## config.mk

```make
export PLATFORM = sky130hd
export DESIGN_NAME = spi_frame_receiver_flat
export DESIGN_NICKNAME = d
export VERILOG_FILES = /design/src/rtl/spi_frame_receiver_if.sv /design/src/rtl/spi_frame_receiver.sv /design/src/flat_wrapper.sv
export SDC_FILE = /design/constraint.sdc
export NUM_CORES = 1
export LEC_CHECK = 0
export CAP_MARGIN = 40
export CORE_MARGIN = 2
export CORE_UTILIZATION = 40
export CTS_CLUSTER_DIAMETER = 60
export DETAILED_ROUTE_END_ITERATION = 12
export SKIP_LAST_GASP = 1
export SLEW_MARGIN = 25
export SYNTH_ARGS = -nofsm -noshare
export SYNTH_HDL_FRONTEND = slang
export SYNTH_SLANG_ARGS = --single-unit
```

## constraint.sdc

```tcl
create_clock -name HSOSC_clk -period 1.92 [get_ports HSOSC_clk]
set_input_delay 0.384 -clock HSOSC_clk [delete_from_list [all_inputs] [get_ports HSOSC_clk]]
set_output_delay 0.384 -clock HSOSC_clk [all_outputs]
set_load 0.01 [all_outputs]
```

## src/rtl/spi_frame_receiver_if.sv

```systemverilog
// SPI pins and game-side outputs of spi_frame_receiver.
// The master modport is the MCU/consumer view; the slave modport is the receiver.
interface spi_frame_receiver_if #(
  parameter int ERR_CNT_BITS = 8
);
  logic                    sck;
  logic                    sdi;
  logic                    ce;
  logic                    sdo;
  logic [3:0]              GAME_frame_select;
  logic                    GAME_new_frame_ready;
  logic                    packet_error;
  logic [ERR_CNT_BITS-1:0] error_count;

  modport master (
    output sck, sdi, ce,
    input  sdo, GAME_frame_select, GAME_new_frame_ready, packet_error, error_count
  );

  modport slave (
    input  sck, sdi, ce,
    output sdo, GAME_frame_select, GAME_new_frame_ready, packet_error, error_count
  );
endinterface

```

## src/rtl/spi_frame_receiver.sv

```systemverilog
// Oversampled SPI command receiver: validates header(+checksum), pulses frame ready/error, returns status on sdo.
// Define SPI_FRAME_CHECKSUM_EN for 2-byte packets {header, ~header}; otherwise packets are header only.
module spi_frame_receiver #(
  parameter int         SYNC_STAGES  = 2,
  parameter logic [3:0] SYNC_NIBBLE  = 4'hA,
  parameter int         ERR_CNT_BITS = 8
) (
  input  logic                 HSOSC_clk,
  input  logic                 reset,
  spi_frame_receiver_if.slave  bus
);

  typedef enum logic [1:0] {IDLE, RECEIVE, CHECK} state_t;

`ifdef SPI_FRAME_CHECKSUM_EN
  localparam logic [1:0] EXP_BYTES = 2'd2;
`else
  localparam logic [1:0] EXP_BYTES = 2'd1;
`endif

  state_t state, state_nx;

  logic [SYNC_STAGES-1:0]  sck_sync, sdi_sync, ce_sync, fill;
  logic                    sck_s, sdi_s, ce_s, sck_d, ce_d, armed;
  logic                    sck_rise, sck_fall, ce_rise, ce_fall;
  logic [2:0]              bit_cnt;
  logic [1:0]              byte_cnt;
  logic [6:0]              rx_shift;
  logic [7:0]              rx_next, header, status_sr;
`ifdef SPI_FRAME_CHECKSUM_EN
  logic [7:0]              checksum;
`endif
  logic [3:0]              frame_select;
  logic                    frame_ready, pkt_err, last_ok, pkt_ok;
  logic [ERR_CNT_BITS-1:0] err_cnt;

  assign sck_s    = sck_sync[SYNC_STAGES-1];
  assign sdi_s    = sdi_sync[SYNC_STAGES-1];
  assign ce_s     = ce_sync[SYNC_STAGES-1];
  assign sck_rise = sck_s & ~sck_d;
  assign sck_fall = ~sck_s & sck_d;
  // A transfer may only start once ce has been seen low after the chain refilled from reset.
  assign ce_rise  = ce_s & ~ce_d & armed;
  assign ce_fall  = ~ce_s & ce_d;
  assign rx_next  = {rx_shift, sdi_s};

  always_ff @(posedge HSOSC_clk or posedge reset) begin
    if (reset) begin
      sck_sync <= '0;
      sdi_sync <= '0;
      ce_sync  <= '0;
      fill     <= '0;
      sck_d    <= 1'b0;
      ce_d     <= 1'b0;
      armed    <= 1'b0;
    end else begin
      sck_sync <= {sck_sync[SYNC_STAGES-2:0], bus.sck};
      sdi_sync <= {sdi_sync[SYNC_STAGES-2:0], bus.sdi};
      ce_sync  <= {ce_sync[SYNC_STAGES-2:0], bus.ce};
      fill     <= {fill[SYNC_STAGES-2:0], 1'b1};
      sck_d    <= sck_s;
      ce_d     <= ce_s;
      if (fill[SYNC_STAGES-1] && !ce_s)
        armed <= 1'b1;
    end
  end

  always_ff @(posedge HSOSC_clk or posedge reset) begin
    if (reset) state <= IDLE;
    else       state <= state_nx;
  end

  always_comb begin
    state_nx = state;
    bus.sdo  = 1'b0;
    case (state)
      IDLE:    if (ce_rise) state_nx = RECEIVE;
      RECEIVE: begin
        bus.sdo = status_sr[7];
        if (ce_fall) state_nx = CHECK;
      end
      CHECK:   state_nx = IDLE;
      default: state_nx = IDLE;
    endcase
  end

  always_comb begin
    pkt_ok = (bit_cnt == 3'd0) && (byte_cnt == EXP_BYTES) && (header[7:4] == SYNC_NIBBLE);
`ifdef SPI_FRAME_CHECKSUM_EN
    pkt_ok = pkt_ok && (checksum == ~header);
`endif
  end

  always_ff @(posedge HSOSC_clk or posedge reset) begin
    if (reset) begin
      bit_cnt      <= 3'd0;
      byte_cnt     <= 2'd0;
      rx_shift     <= 7'd0;
      header       <= 8'd0;
`ifdef SPI_FRAME_CHECKSUM_EN
      checksum     <= 8'd0;
`endif
      status_sr    <= 8'd0;
      frame_select <= 4'd0;
      frame_ready  <= 1'b0;
      pkt_err      <= 1'b0;
      err_cnt      <= '0;
      last_ok      <= 1'b0;
    end else begin
      frame_ready <= 1'b0;
      pkt_err     <= 1'b0;
      case (state)
        IDLE: if (ce_rise) begin
          bit_cnt   <= 3'd0;
          byte_cnt  <= 2'd0;
          status_sr <= {last_ok, &err_cnt, 2'b00, frame_select};
        end
        RECEIVE: begin
          if (sck_rise) begin
            rx_shift <= rx_next[6:0];
            bit_cnt  <= bit_cnt + 3'd1;
            if (bit_cnt == 3'd7) begin
              if (byte_cnt == 2'd0) header <= rx_next;
`ifdef SPI_FRAME_CHECKSUM_EN
              if (byte_cnt == 2'd1) checksum <= rx_next;
`endif
              // byte_cnt == 3 marks an overflowed (too long) packet
              if (byte_cnt != 2'd3) byte_cnt <= byte_cnt + 2'd1;
            end
          end
          if (sck_fall)
            status_sr <= {status_sr[6:0], 1'b0};
        end
        CHECK: begin
          if (pkt_ok) begin
            frame_select <= header[3:0];
            frame_ready  <= 1'b1;
            last_ok      <= 1'b1;
          end else begin
            pkt_err <= 1'b1;
            last_ok <= 1'b0;
            if (!(&err_cnt))
              err_cnt <= err_cnt + {{(ERR_CNT_BITS-1){1'b0}}, 1'b1};
          end
        end
        default: ;
      endcase
    end
  end

  assign bus.GAME_frame_select    = frame_select;
  assign bus.GAME_new_frame_ready = frame_ready;
  assign bus.packet_error         = pkt_err;
  assign bus.error_count          = err_cnt;

endmodule
```

## src/flat_wrapper.sv

```systemverilog
// flat-port wrapper written by rule: the top's interface ports become plain ports
module spi_frame_receiver_flat 
#(
  parameter int         SYNC_STAGES  = 2,
  parameter logic [3:0] SYNC_NIBBLE  = 4'hA,
  parameter int         ERR_CNT_BITS = 8
)
  (HSOSC_clk, reset, bus_sck, bus_sdi, bus_ce, bus_sdo, bus_GAME_frame_select, bus_GAME_new_frame_ready, bus_packet_error, bus_error_count);
  spi_frame_receiver_if #(.ERR_CNT_BITS(ERR_CNT_BITS)) bus_i ();
  input  logic HSOSC_clk;
  input  logic reset;
  input wire logic [$bits(bus_i.sck)-1:0] bus_sck;
  input wire logic [$bits(bus_i.sdi)-1:0] bus_sdi;
  input wire logic [$bits(bus_i.ce)-1:0] bus_ce;
  output wire logic [$bits(bus_i.sdo)-1:0] bus_sdo;
  output wire logic [$bits(bus_i.GAME_frame_select)-1:0] bus_GAME_frame_select;
  output wire logic [$bits(bus_i.GAME_new_frame_ready)-1:0] bus_GAME_new_frame_ready;
  output wire logic [$bits(bus_i.packet_error)-1:0] bus_packet_error;
  output wire logic [$bits(bus_i.error_count)-1:0] bus_error_count;
  assign bus_i.sck = bus_sck;
  assign bus_i.sdi = bus_sdi;
  assign bus_i.ce = bus_ce;
  assign bus_sdo = bus_i.sdo;
  assign bus_GAME_frame_select = bus_i.GAME_frame_select;
  assign bus_GAME_new_frame_ready = bus_i.GAME_new_frame_ready;
  assign bus_packet_error = bus_i.packet_error;
  assign bus_error_count = bus_i.error_count;
  spi_frame_receiver #(.SYNC_STAGES(SYNC_STAGES), .SYNC_NIBBLE(SYNC_NIBBLE), .ERR_CNT_BITS(ERR_CNT_BITS)) u_core (.HSOSC_clk(HSOSC_clk), .reset(reset), .bus(bus_i));
endmodule
```

Word-level counts from Yosys, hierarchy flattened
Cells that the tools add are included.

Flip-flop bits (word level): 56. Input bits: 5. Output and inout port bits: 15. Logic and storage cells: 80.

Add/sub/neg operators: 3. Equality and inequality tests: 12. Muxes and demuxes: 19. Bitwise operators: 11. Reductions and logical operators: 17.

Operators by type and width (count): $mux W8 (2); $pmux W8 S2 (1); $mux W2 (6); $ne A2 B1 Y1 const B (6); $reduce_and A3 Y1 (3); $add A8 B1 Y8 const B (1); $pmux W2 S2 (2); $reduce_and A8 Y1 (1); $mux W3 (2); $not A1 Y1 (6); $pmux W3 S2 (1); $reduce_and A2 Y1 (3); $and A1 B1 Y1 (5); $mux W1 (5); $reduce_and A5 Y1 (1); $eq A2 B1 Y1 const B (2); $eq A4 B4 Y1 const B (1); $logic_not A2 Y1 (2); $reduce_and A4 Y1 (1); $add A3 B1 Y3 const B (1); $eq A3 B3 Y1 const B (1); $logic_and A1 B1 Y1 (3); $logic_not A3 Y1 (1); $add A2 B1 Y2 const B (1); other kinds (4) (4).

Logic depth before layout (Yosys ltp)
Gate-level depths: netlist of run 1.

Depth after elaboration: 5. Depth in mapped cells: 6. Gate-level depth less buffers: 6.

Least setup slack after synthesis of run 1
Ideal clock, no wire load.

Kind: flip-flop to flip-flop. Start: reg u_core.state[0]. End: reg u_core.err_cnt[7] (netlist: u_core.bus.error_count[7]). Arrival: 1.403 ns. Required time: 1.795 ns. Path slack: 0.392 ns. Cell stages (with the launch flop): 5. Path buffers: 0. Clock period less this slack: 1.528 ns. Cells stage by stage: dfrtp_1 > nand2b_1 > a41o_4 > nor3_1 > mux2_2.

Cells in the longest elaborated chain, start to end: 2.

Ends and longest elaborated chain: start, declared (RTL line spi_frame_receiver.sv:21) `state_t state, state_nx;`; start signal, assigned (RTL line spi_frame_receiver.sv:70) `else state <= state_nx;`; $eq A2 B2 Y1 (RTL line spi_frame_receiver.sv:112) `case (state)`; $reduce_and A3 Y1 (no line); end signal, assigned (RTL line spi_frame_receiver.sv:143) `err_cnt <= err_cnt + {{(ERR_CNT_BITS-1){1'b0}}, 1'b1};`; end, declared (RTL line spi_frame_receiver.sv:35) `logic [ERR_CNT_BITS-1:0] err_cnt;`.

No other way between the ends. A chain may end at the register's enable or synchronous reset.

Worst setup path after layout of run 1
Same ends and word-level chain as after synthesis.

==> reports/results.txt, run 1 <==
Bufs on Longest Clock Path - 2
Core footprint - 5570 um2
Clk pin slew, worst setup/hold paths - 0.09 ns
Critical path endpoint category - register
Setup TNS - 0 ns
Routability cong. - 0.753
Clock latency at the later pin of the worst-skew pair - 0.30 ns
CTS sink cnt - 56
Antenna violations before repair - 0
Num rows - 27
Worst Path Max Fanout - 8
CTS tree - yes
Post-Synthesis Net Count - 193
Overall Power - 2790 uW
Seq/Total Area, Yosys - 60.3%
Reg power frac - 54.8%
Grt total ovfl - 0
Die Span Y - 80.2 um
Crit path time final - 1.74 ns
Synthesized area - 2320 um2
Sw Ratio - 27.0%
Post-synth EDFFs - 0
Htree depth - 2
Largest cells by area after synthesis - dfrtp_1 (60%), mux2_2 (11%), ha_1 (3.8%)
Area occupied by multi-input gates - 846 um2
RR Startpoint - u_core.state[0]
Syn-to-layout area delta - 18.3%
Worst setup SP type - register
Pre-antenna DRT Iters - 4
FF/Latch Area - 1400 um2
Largest net degree at the start of global routing - 57
Final core occ - 49.3%
Max IR drop VDD - 0.546 mV
Flops & latches, synth - 56
Pwr dens - 1010 nW/um2
Slew Limit Fails - 0
Max Cap Viol - 0
Initial DRC count - 45
Run status - finished clean
Reg-to-reg endpoint - u_core.bus.error_count[7]
Async S/R FF share, synth - 100%
Min Hold Slack - 0.356 ns
Kind of critical path - register to register
Detail Route Antenna Nets - 0
Die area - 6430 um2
Yosys cell types - 37
Worst Path Arrival - 1.93 ns
Layout Nets - 222
Initial Util - 41.7%
Top-count cell post-synth - dfrtp_1
Final Hold Viols - 0
Clock network power share - 26.8%
Synth top cells by count - dfrtp_1 (56), mux2_2 (23), nand2_1 (14), inv_1 (13), nor2_1 (9)
DR WL/cell - 13.6 um
End point of the critical path - u_core.bus.error_count[7]
Clock root buffer - clkbuf_8
Ant. Diodes - 0
Switching power - 753 uW
GRT Total Usage - 13.7%
DP HPWL - 2.69 mm
Via density - 5.04
Hold crit path type - register to register
Worst clock skew - 0.00672 ns
Vias in the first global route - 1,499
Crit share post-route - 90.5%
Synth Flop Type - dfrtp_1
Final setup fails - 0
Post-Synthesis Cells - 181
Share of layout cells above drive strength 1 - 21.3%
Highest clock rate - 575 MHz
Die X - 80.2 um
R2R depth - 5
IO buf count - 19
CP startpoint - u_core.state[0]
First-pass GRT wire length - 6.74 mm
Mean Syn Cell Area - 12.8 um2
Gate power share - 18.4%
Yosys top cell by area - dfrtp_1
Syn. warnings - 0
Synth top area share - 60.3%
Via count - 1,426
Final wirelength - 3.86 mm
# IOs - 20
Drt drc - 0
Fillers - 528
RSZ-0062 raised after global routing - false
CP required - 2.12 ns
R2R Setup Slk - 0.18 ns
CTS Buf Count - 5
Int Pwr - 2030 uW
Pleak - 0.00128 uW
==> power by group through the flow <==
stage	Clock, uW	Combinational [uW]	Sequential, uW
6_report	746	513	1530
5_1_grt	835	585	1560
4_1_cts	784	524	1530
3_5_place_dp	0	512	1560
3_3_place_gp	0	487	1540
2_1_floorplan	0	328	1520
==> cell families after synthesis <==
family | after synthesis | synth area share, %
and+or+nand+nor | 52 | 13.1
DFF | 56 | 60.3
buffers and inverters | 17 | 3.28
xor gates and xnor gates | 5 | 1.88
muxes | 23 | 11.1
adders and majority gates | 7 | 3.77
other | 1 | 0.161
AOI/OAI and AO/OA | 20 | 6.30
==> worst max-delay path, cell delays in order, from the launching register on <==
cell and delay (ns):
dfrtp_2 0.41, buf_4 0.15, nand2b_1 0.19, a41o_4 0.30
nor3_1 0.22, mux2_2 0.36
==> per-stage QoR <==
step / worst slack [ns] / instances / area (um2)
after floorplan: 0.165 / 181 / 2320
after global placement: 0.240 / 273 / 2630
after detailed placement: 0.227 / 273 / 2630
after CTS: 0.163 / 283 / 2750
after global routing: 0.125 / 283 / 2750
final: 0.182 / 283 / 2750
==> layout make-up <==
| class | count | share of cell area [%] |
|---|---|---|
| flip-flops and latches | 56 | 51.0 |
| multi-input cells | 108 | 30.8 |
| repair buffers | 26 | 9.24 |
| well taps | 72 | 3.28 |
| clock buffers | 6 | 2.64 |
| inverters | 13 | 1.78 |
| clock inverters | 2 | 1.27 |
==> worst min-delay path by stage <==
| stage | startpoint | endpoint | slack (ns) | depth (start not counted) |
|---|---|---|---|---|
| after floorplan | u_core.ce_sync[0] | u_core.ce_sync[1] | 0.33 | 0 |
| after global placement | u_core.sck_sync[0] | u_core.sck_sync[1] | 0.33 | 0 |
| after detailed placement | u_core.ce_sync[0] | u_core.ce_sync[1] | 0.33 | 0 |
| after CTS | u_core.ce_sync[0] | u_core.ce_sync[1] | 0.36 | 0 |
| after global routing | u_core.sck_sync[0] | u_core.sck_sync[1] | 0.36 | 0 |
| final | u_core.sdi_sync[0] | u_core.sdi_sync[1] | 0.36 | 0 |
==> layer usage <==
metal	GRT usage, %	wire [um]	up-vias
met5	0	0	-
met4	6.27	74	0
met3	3.82	119	9
met2	22.4	1970	21
met1	16.9	1700	717
li1	-	-	679
==> sequential cells by signal, indices dropped and copies added (netlist names) <==
register / count
u_core.bus.error_count: 8
u_core.header: 8
u_core.status_sr: 8
u_core.rx_shift: 7
u_core.bus.GAME_frame_select: 4
u_core.bit_cnt: 3
u_core.byte_cnt: 2
u_core.ce_sync: 2
u_core.fill: 2
u_core.sck_sync: 2
u_core.sdi_sync: 2
u_core.state: 2
u_core.armed: 1
u_core.bus.GAME_new_frame_ready: 1
u_core.bus.packet_error: 1
u_core.ce_d: 1
u_core.last_ok: 1
u_core.sck_d: 1
==> layout by cell type, fill, tap and decap left out, drive strengths merged, types with 2 or more instances in the layout <==
cell type / synthesis / routed
a22o: 2 / 2
o21ai: 6 / 6
nor2: 10 / 10
xor2: 5 / 5
mux2: 23 / 23
buf: 3 / 7
ha: 7 / 7
and4bb: 2 / 2
clkbuf: 1 / 6
nand2: 14 / 14
nand4: 3 / 3
a21oi: 2 / 2
nor3: 4 / 4
nand2b: 3 / 3
a31oi: 4 / 4
clkdlybuf4s50: 0 / 18
inv: 13 / 13
dfrtp: 56 / 56
nand3: 8 / 8
==> repair_timing <==
item / in CTS / in global routing
setup endpoints to repair: 1 / 0
setup buffers: 2 / 0
hold buffers: 0 / 0
gates resized for setup: 2 / 0
(Power assumes the default switching activity.)
==> run 2, diff against run 1 <==
- DONT_BUFFER_PORTS: default -> 1
==> run 2 against run 1 <==
Compared with the run above:
- highest routed layer unchanged
- largest power group unchanged
- first-iteration DRC count is 31% higher
- sequential cell count stayed put
- register-to-register slack better by 0.07 ns
- non-clock buffer count is 19 lower
- global-route usage is 0.079 points higher
- design area is 6.1% lower
- combinational power is 21% lower
- hold slack worse by 0.25 ns
- die area stayed put
- routed wire length is 1.5% lower
- power is 0.83% lower
- final cell count is 6.7% lower
==> reports/results.txt, run 2 (synthesis results as in run 1) <==
Run status - finished clean
Kind of critical path - register to register
Via count - 1,337 (-6.2%)
Clock network power share - 29.4% (+2.6 points)
Detail Route Antenna Nets - 0 (unchanged)
Critical-path top delay cell - dfrtp_1
Syn-to-layout area delta - 11.0%
Core footprint - 5570 um2 (unchanged)
Most frequent cells in the layout - dfrtp_1 (56), mux2_2 (23), nand2_1 (14), inv_1 (12), nor2_1 (9)
Initial Util - 41.7% (unchanged)
Die area - 6430 um2 (unchanged)
Highest clock rate - 598 MHz (+4.0%)
Initial DRC count - 59 (+31%)
Die Span Y - 80.2 um (unchanged)
Worst setup SP type - register
# hold bufs at CTS - 1 (+1)
Worst Path Arrival - 1.86 ns (-0.07 ns)
Fillers - 494 (-6.4%)
Max IR drop VDD - 0.536 mV (-1.8%)
Hold crit path type - primary input to register
Clock root buffer - clkbuf_8
Worst Path Max Fanout - 8 (unchanged)
Slew Limit Fails - 0 (unchanged)
RSZ-0062 raised after global routing - false
Routability cong. - 0.807 (+7.2%)
Final setup fails - 0 (unchanged)
Crit path time final - 1.67 ns (-0.0668 ns)
Commonest non-fill, non-tap cell in the layout - dfrtp_1
CP required - 2.10 ns (-0.02 ns)
Largest net degree at the start of global routing - 26 (-54%)
Grt total ovfl - 0 (unchanged)
CTS tree - yes
Crit share post-route - 87.0% (-3.5 points)
GRT Total Usage - 13.8% (+0.079 points)
Pre-antenna DRT Iters - 4 (unchanged)
First-pass GRT wire length - 6.86 mm (+1.7%)
Worst path max stage delay - 0.45 ns (+0.04 ns)
Gate power share - 14.7% (-3.7 points)
Share of layout cells above drive strength 1 - 22.9% (+1.6 points)
Layout Nets - 203 (-8.6%)
Pleak - 0.00121 uW (-4.9%)
Final core occ - 46.3% (-3.0 points)
Bufs on Longest Clock Path - 2 (unchanged)
Reg power frac - 56.0% (+1.2 points)
Num rows - 27 (unchanged)
Die X - 80.2 um (unchanged)
Sw Ratio - 26.4% (-0.63 points)
# IOs - 20 (unchanged)
Max Cap Viol - 0 (unchanged)
Vias in the first global route - 1,492 (-0.47%)
Post-CTS Setup Inserts - 0 (-2)
Critical path endpoint category - register
Clk pin slew, worst setup/hold paths - 0.09 ns (about the same)
CTS sink cnt - 56 (unchanged)
CTS Buf Count - 5 (unchanged)
Antenna violations before repair - 0 (unchanged)
Htree depth - 2 (unchanged)
Drt drc - 0 (unchanged)
Worst clock skew - 0.0104 ns (+0.00372 ns)
Area occupied by multi-input gates - 846 um2 (unchanged)
DR WL/cell - 14.4 um (+5.6%)
Overall Power - 2760 uW (-0.83%)
Final Hold Viols - 0 (unchanged)
Clock latency at the later pin of the worst-skew pair - 0.30 ns (about the same)
IO buf count - 0 (-19)
Post-cts resize count - 0 (-2)
Final wirelength - 3.80 mm (-1.5%)
Via density - 5.06 (+0.51%)
DP HPWL - 2.77 mm (+3.0%)
Switching power - 729 uW (-3.2%)
Crit path cell chain - and4bb_4 > and3_1 > mux2_2
Ant. Diodes - 0 (unchanged)
FF/Latch Area - 1400 um2 (about the same)
Int Pwr - 2040 uW (about the same)
Pwr dens - 1070 nW/um2 (+5.7%)
Setup TNS - 0 ns (unchanged)
## run 2: cell count changes in the layout (fill, tap and decap cells not counted)
cell,delta
dfrtp_2,-1
buf_4,-1
clkbuf_8,+2
clkinv_2,-1
clkdlybuf4s50_1,-18
dfrtp_1,+1
clkbuf_1,-1
dlygate4sd2_1,-1
dlygate4sd3_1,+1
## run 2: worst max-delay path, delay by kind of cell (launching register included)
family | cells | cell delay (ns)
DFF | 1 | 0.45
muxes | 1 | 0.38
and+or+nand+nor | 2 | 0.72
## run 2: per-layer routing
layer  track usage, %  vias to the layer above  part of all wire, %
met5                0                        -                    0
met4             4.24                        0                 0.63
met3             3.82                        4                  4.7
met2             22.9                       29                   49
met1             17.6                      666                   46
li1                 -                      638                    -
## run 2: stage by stage
| stage | setup slack [ns] | cell area [um2] | cells | hold slack, ns |
|---|---|---|---|---|
| final | 0.249 | 2580 | 264 | 0.106 |
| after global routing | 0.123 | 2580 | 264 | 0.0803 |
| after CTS | 0.227 | 2580 | 264 | 0.0937 |
| after detailed placement | 0.242 | 2440 | 255 | 0.265 |
| after global placement | 0.265 | 2440 | 255 | 0.260 |
| after floorplan | 0.165 | 2320 | 181 | 0.331 |
## run 2: cell type report
cell class | count | share of cell area [%]
Multi-Input combinational cell | 108 | 32.8
Timing Repair Buffer | 7 | 2.62
Inverter | 13 | 1.89
Clock inverter | 1 | 1.16
Clock buffer | 7 | 3.73
Tap cell | 72 | 3.49
Sequential cell | 56 | 54.3
## run 2: path summary, 6_finish.rpt
kind / endpoint / slack (ns) / cells after the start / start
setup / recovery: u_core.header[6] / 0.25 / 3 / u_core.state[1]
hold / removal: u_core.sdi_sync[0] / 0.11 / 0 / bus_sdi
setup reg to reg: u_core.header[6] / 0.25 / 3 / u_core.state[1]
hold reg to reg: u_core.ce_sync[1] / 0.36 / 0 / u_core.ce_sync[0]
max in group asynchronous: u_core.header[7] / 0.87 / 3 / reset
min in group asynchronous: u_core.bus.GAME_frame_select[2] / 0.51 / 2 / reset
## run 2: power groups by stage
stage	registers, uW	logic, uW	clock network, uW
finish	1550	406	811
global route	1580	466	885
CTS	1550	412	844
detailed placement	1570	409	0
global placement	1560	390	0
floorplan	1520	328	0
==> run 3, diff against run 2 <==
- MAX_ROUTING_LAYER: default -> met4
- clock period: 1.92 -> 1.52 ns (I/O delays scaled with it)
==> run 3 against run 2 <==
Compared with the run above:
- the flow now finishes with violations (negative setup slack)
- first-iteration DRC count decreased by 68%
- sequential power increased by 23%
- clock skew decreased by 0.0070 ns
- hold slack improved by 0.25 ns
- clock-buffer cell count decreased by 1
- clock power increased by 15%
- final cell count increased by 10%
==> reports/results.txt, run 3 (synthesis results as in run 1) <==
Run status - finished, violations left
Failing checks - negative setup slack
Final setup fails - 2 (+2)
Clk pin slew, worst setup/hold paths - 0.09 ns (about the same)
Initial Util - 41.7% (unchanged)
Num rows - 27 (unchanged)
Pre-CTS setup slack - -0.150 ns (-0.392 ns)
Syn-to-layout area delta - 27.0%
Worst path top cell family by delay - simple AND/OR/NAND/NOR gates
Worst clock skew - 0.00346 ns (-0.00698 ns)
Htree depth - 2 (unchanged)
RSZ-0062 raised after global routing - true
Max IR drop VDD - 0.661 mV (+23%)
Worst setup SP type - register
Final wirelength - 4.23 mm (+11%)
Antenna violations before repair - 0 (unchanged)
Grt total ovfl - 0 (unchanged)
Initial DRC count - 19 (-68%)
Crit path buffers/inverters - 0 (unchanged)
Critical-path top delay cell - dfrtp_1
Crit path time final - 1.54 ns (-0.132 ns)
Final Hold Viols - 0 (unchanged)
DR WL/cell - 14.5 um (+0.91%)
Drt drc - 0 (unchanged)
Highest clock rate - 650 MHz (+8.6%)
Crit path cell chain - and4bb_1 > a41o_4 > nor3_2 > mux2_4
Die area - 6430 um2 (unchanged)
Via count - 1,459 (+9.1%)
Ant. Diodes - 0 (unchanged)
Fillers - 486 (-1.6%)
Most frequent cells in the layout - dfrtp_1 (56), buf_4 (22), nand2_1 (14), mux2_4 (12)
Die Span Y - 80.2 um (unchanged)
Detail Route Antenna Nets - 0 (unchanged)
Hold crit path type - register to register
Dpl cell area - 2600 um2 (+6.4%)
CP required - 1.71 ns (-0.39 ns)
Bufs on Longest Clock Path - 2 (unchanged)
Slew Limit Fails - 0 (unchanged)
Vias in the first global route - 1,527 (+2.3%)
Crit share post-route - 101% (+14 points)
Core footprint - 5570 um2 (unchanged)
Kind of critical path - register to register
Pleak - 0.00136 uW (+12%)
Critical path endpoint category - register
Worst-margin pin slew - 0.536 ns
Final worst slack - -0.0190 ns (-0.268 ns)
# IOs - 20 (unchanged)
GRT Total Usage - 14.6% (+0.76 points)
Share of layout cells above drive strength 1 - 38.4% (+15 points)
CTS tree - yes
First-pass GRT wire length - 7.14 mm (+4.1%)
Final core occ - 53.0% (+6.7 points)
Pre-antenna DRT Iters - 4 (unchanged)
Worst Path Arrival - 1.73 ns (-0.13 ns)
CTS sink cnt - 56 (unchanged)
Commonest non-fill, non-tap cell in the layout - dfrtp_1
Worst path max stage delay - 0.38 ns (-0.07 ns)
Max Cap Viol - 0 (unchanged)
Slew HR - 64.2%
Final Cell Area - 2950 um2 (+14%)
Layout Nets - 230 (+13%)
Pwr dens - 1240 nW/um2 (+16%)
Clock latency at the later pin of the worst-skew pair - 0.30 ns (about the same)
Worst Path Max Fanout - 7 (-1)
Clock root buffer - clkbuf_8
CTS Buf Count - 5 (unchanged)
Min Hold Slack - 0.357 ns (+0.252 ns)
IO buf count - 0 (unchanged)
Via density - 5.01 (-1.0%)
Largest net degree at the start of global routing - 34 (+31%)
DP HPWL - 2.98 mm (+7.7%)
Routability cong. - 0.775 (-4.0%)
Die X - 80.2 um (unchanged)
[run 3: what timing repair did]
action | in CTS | in global routing
resized for setup | 11 | 28
hold buffers | 1 | 3
pin swaps | 4 | 11
setup buffers | 5 | 3
endpoints found under the hold margin | 23 | 3
setup endpoints to repair | 18 | 28
[run 3: per-stage QoR]
| stage | power [uW] | std cells | TNS (ns) |
|---|---|---|---|
| final | 3660 | 291 | -0.0290 |
| after floorplan | 2340 | 181 | 0 |
| after CTS | 3620 | 285 | -0.100 |
| after global placement | 2560 | 272 | -0.0125 |
| after detailed placement | 2620 | 272 | -0.368 |
| after global routing | 3900 | 291 | -0.825 |
[run 3: routing by layer]
metal	global-route usage, %	share of wire [%]	up-vias
met5	-	0	-
met3	4.16	4.6	6
met2	25.3	52	28
met4	3.56	0.95	0
met1	16.7	43	733
li1	-	-	692
[run 3: path summary, 6_finish.rpt]
path	startpoint	to	slack, ns	cells past startpoint
max	u_core.header[7]	u_core.bus.error_count[7]	-0.02	4
max in group asynchronous	reset	u_core.header[0]	0.48	3
min reg2reg	u_core.sck_sync[0]	u_core.sck_sync[1]	0.36	0
min	u_core.sck_sync[0]	u_core.sck_sync[1]	0.36	0
max reg2reg	u_core.header[7]	u_core.bus.error_count[7]	-0.02	4
min in group asynchronous	reset	u_core.fill[0]	0.52	2
[run 3: final cells by class]
cell class	count	area (um2)	area share, %
sequential	56	1400	47.5
timing repair buffer	34	304	10.3
multi-input combinational	108	996	33.7
clock inverter	2	35.0	1.19
clock buffer	6	72.6	2.46
inverter	13	52.6	1.78
tap	72	90.1	3.05
[run 3: power breakdown]
group	total, uW	switching [uW]	internal, uW
Clock	934	445	489
Combinational	827	393	434
Sequential	1900	163	1730
Total	3660	1000	2660
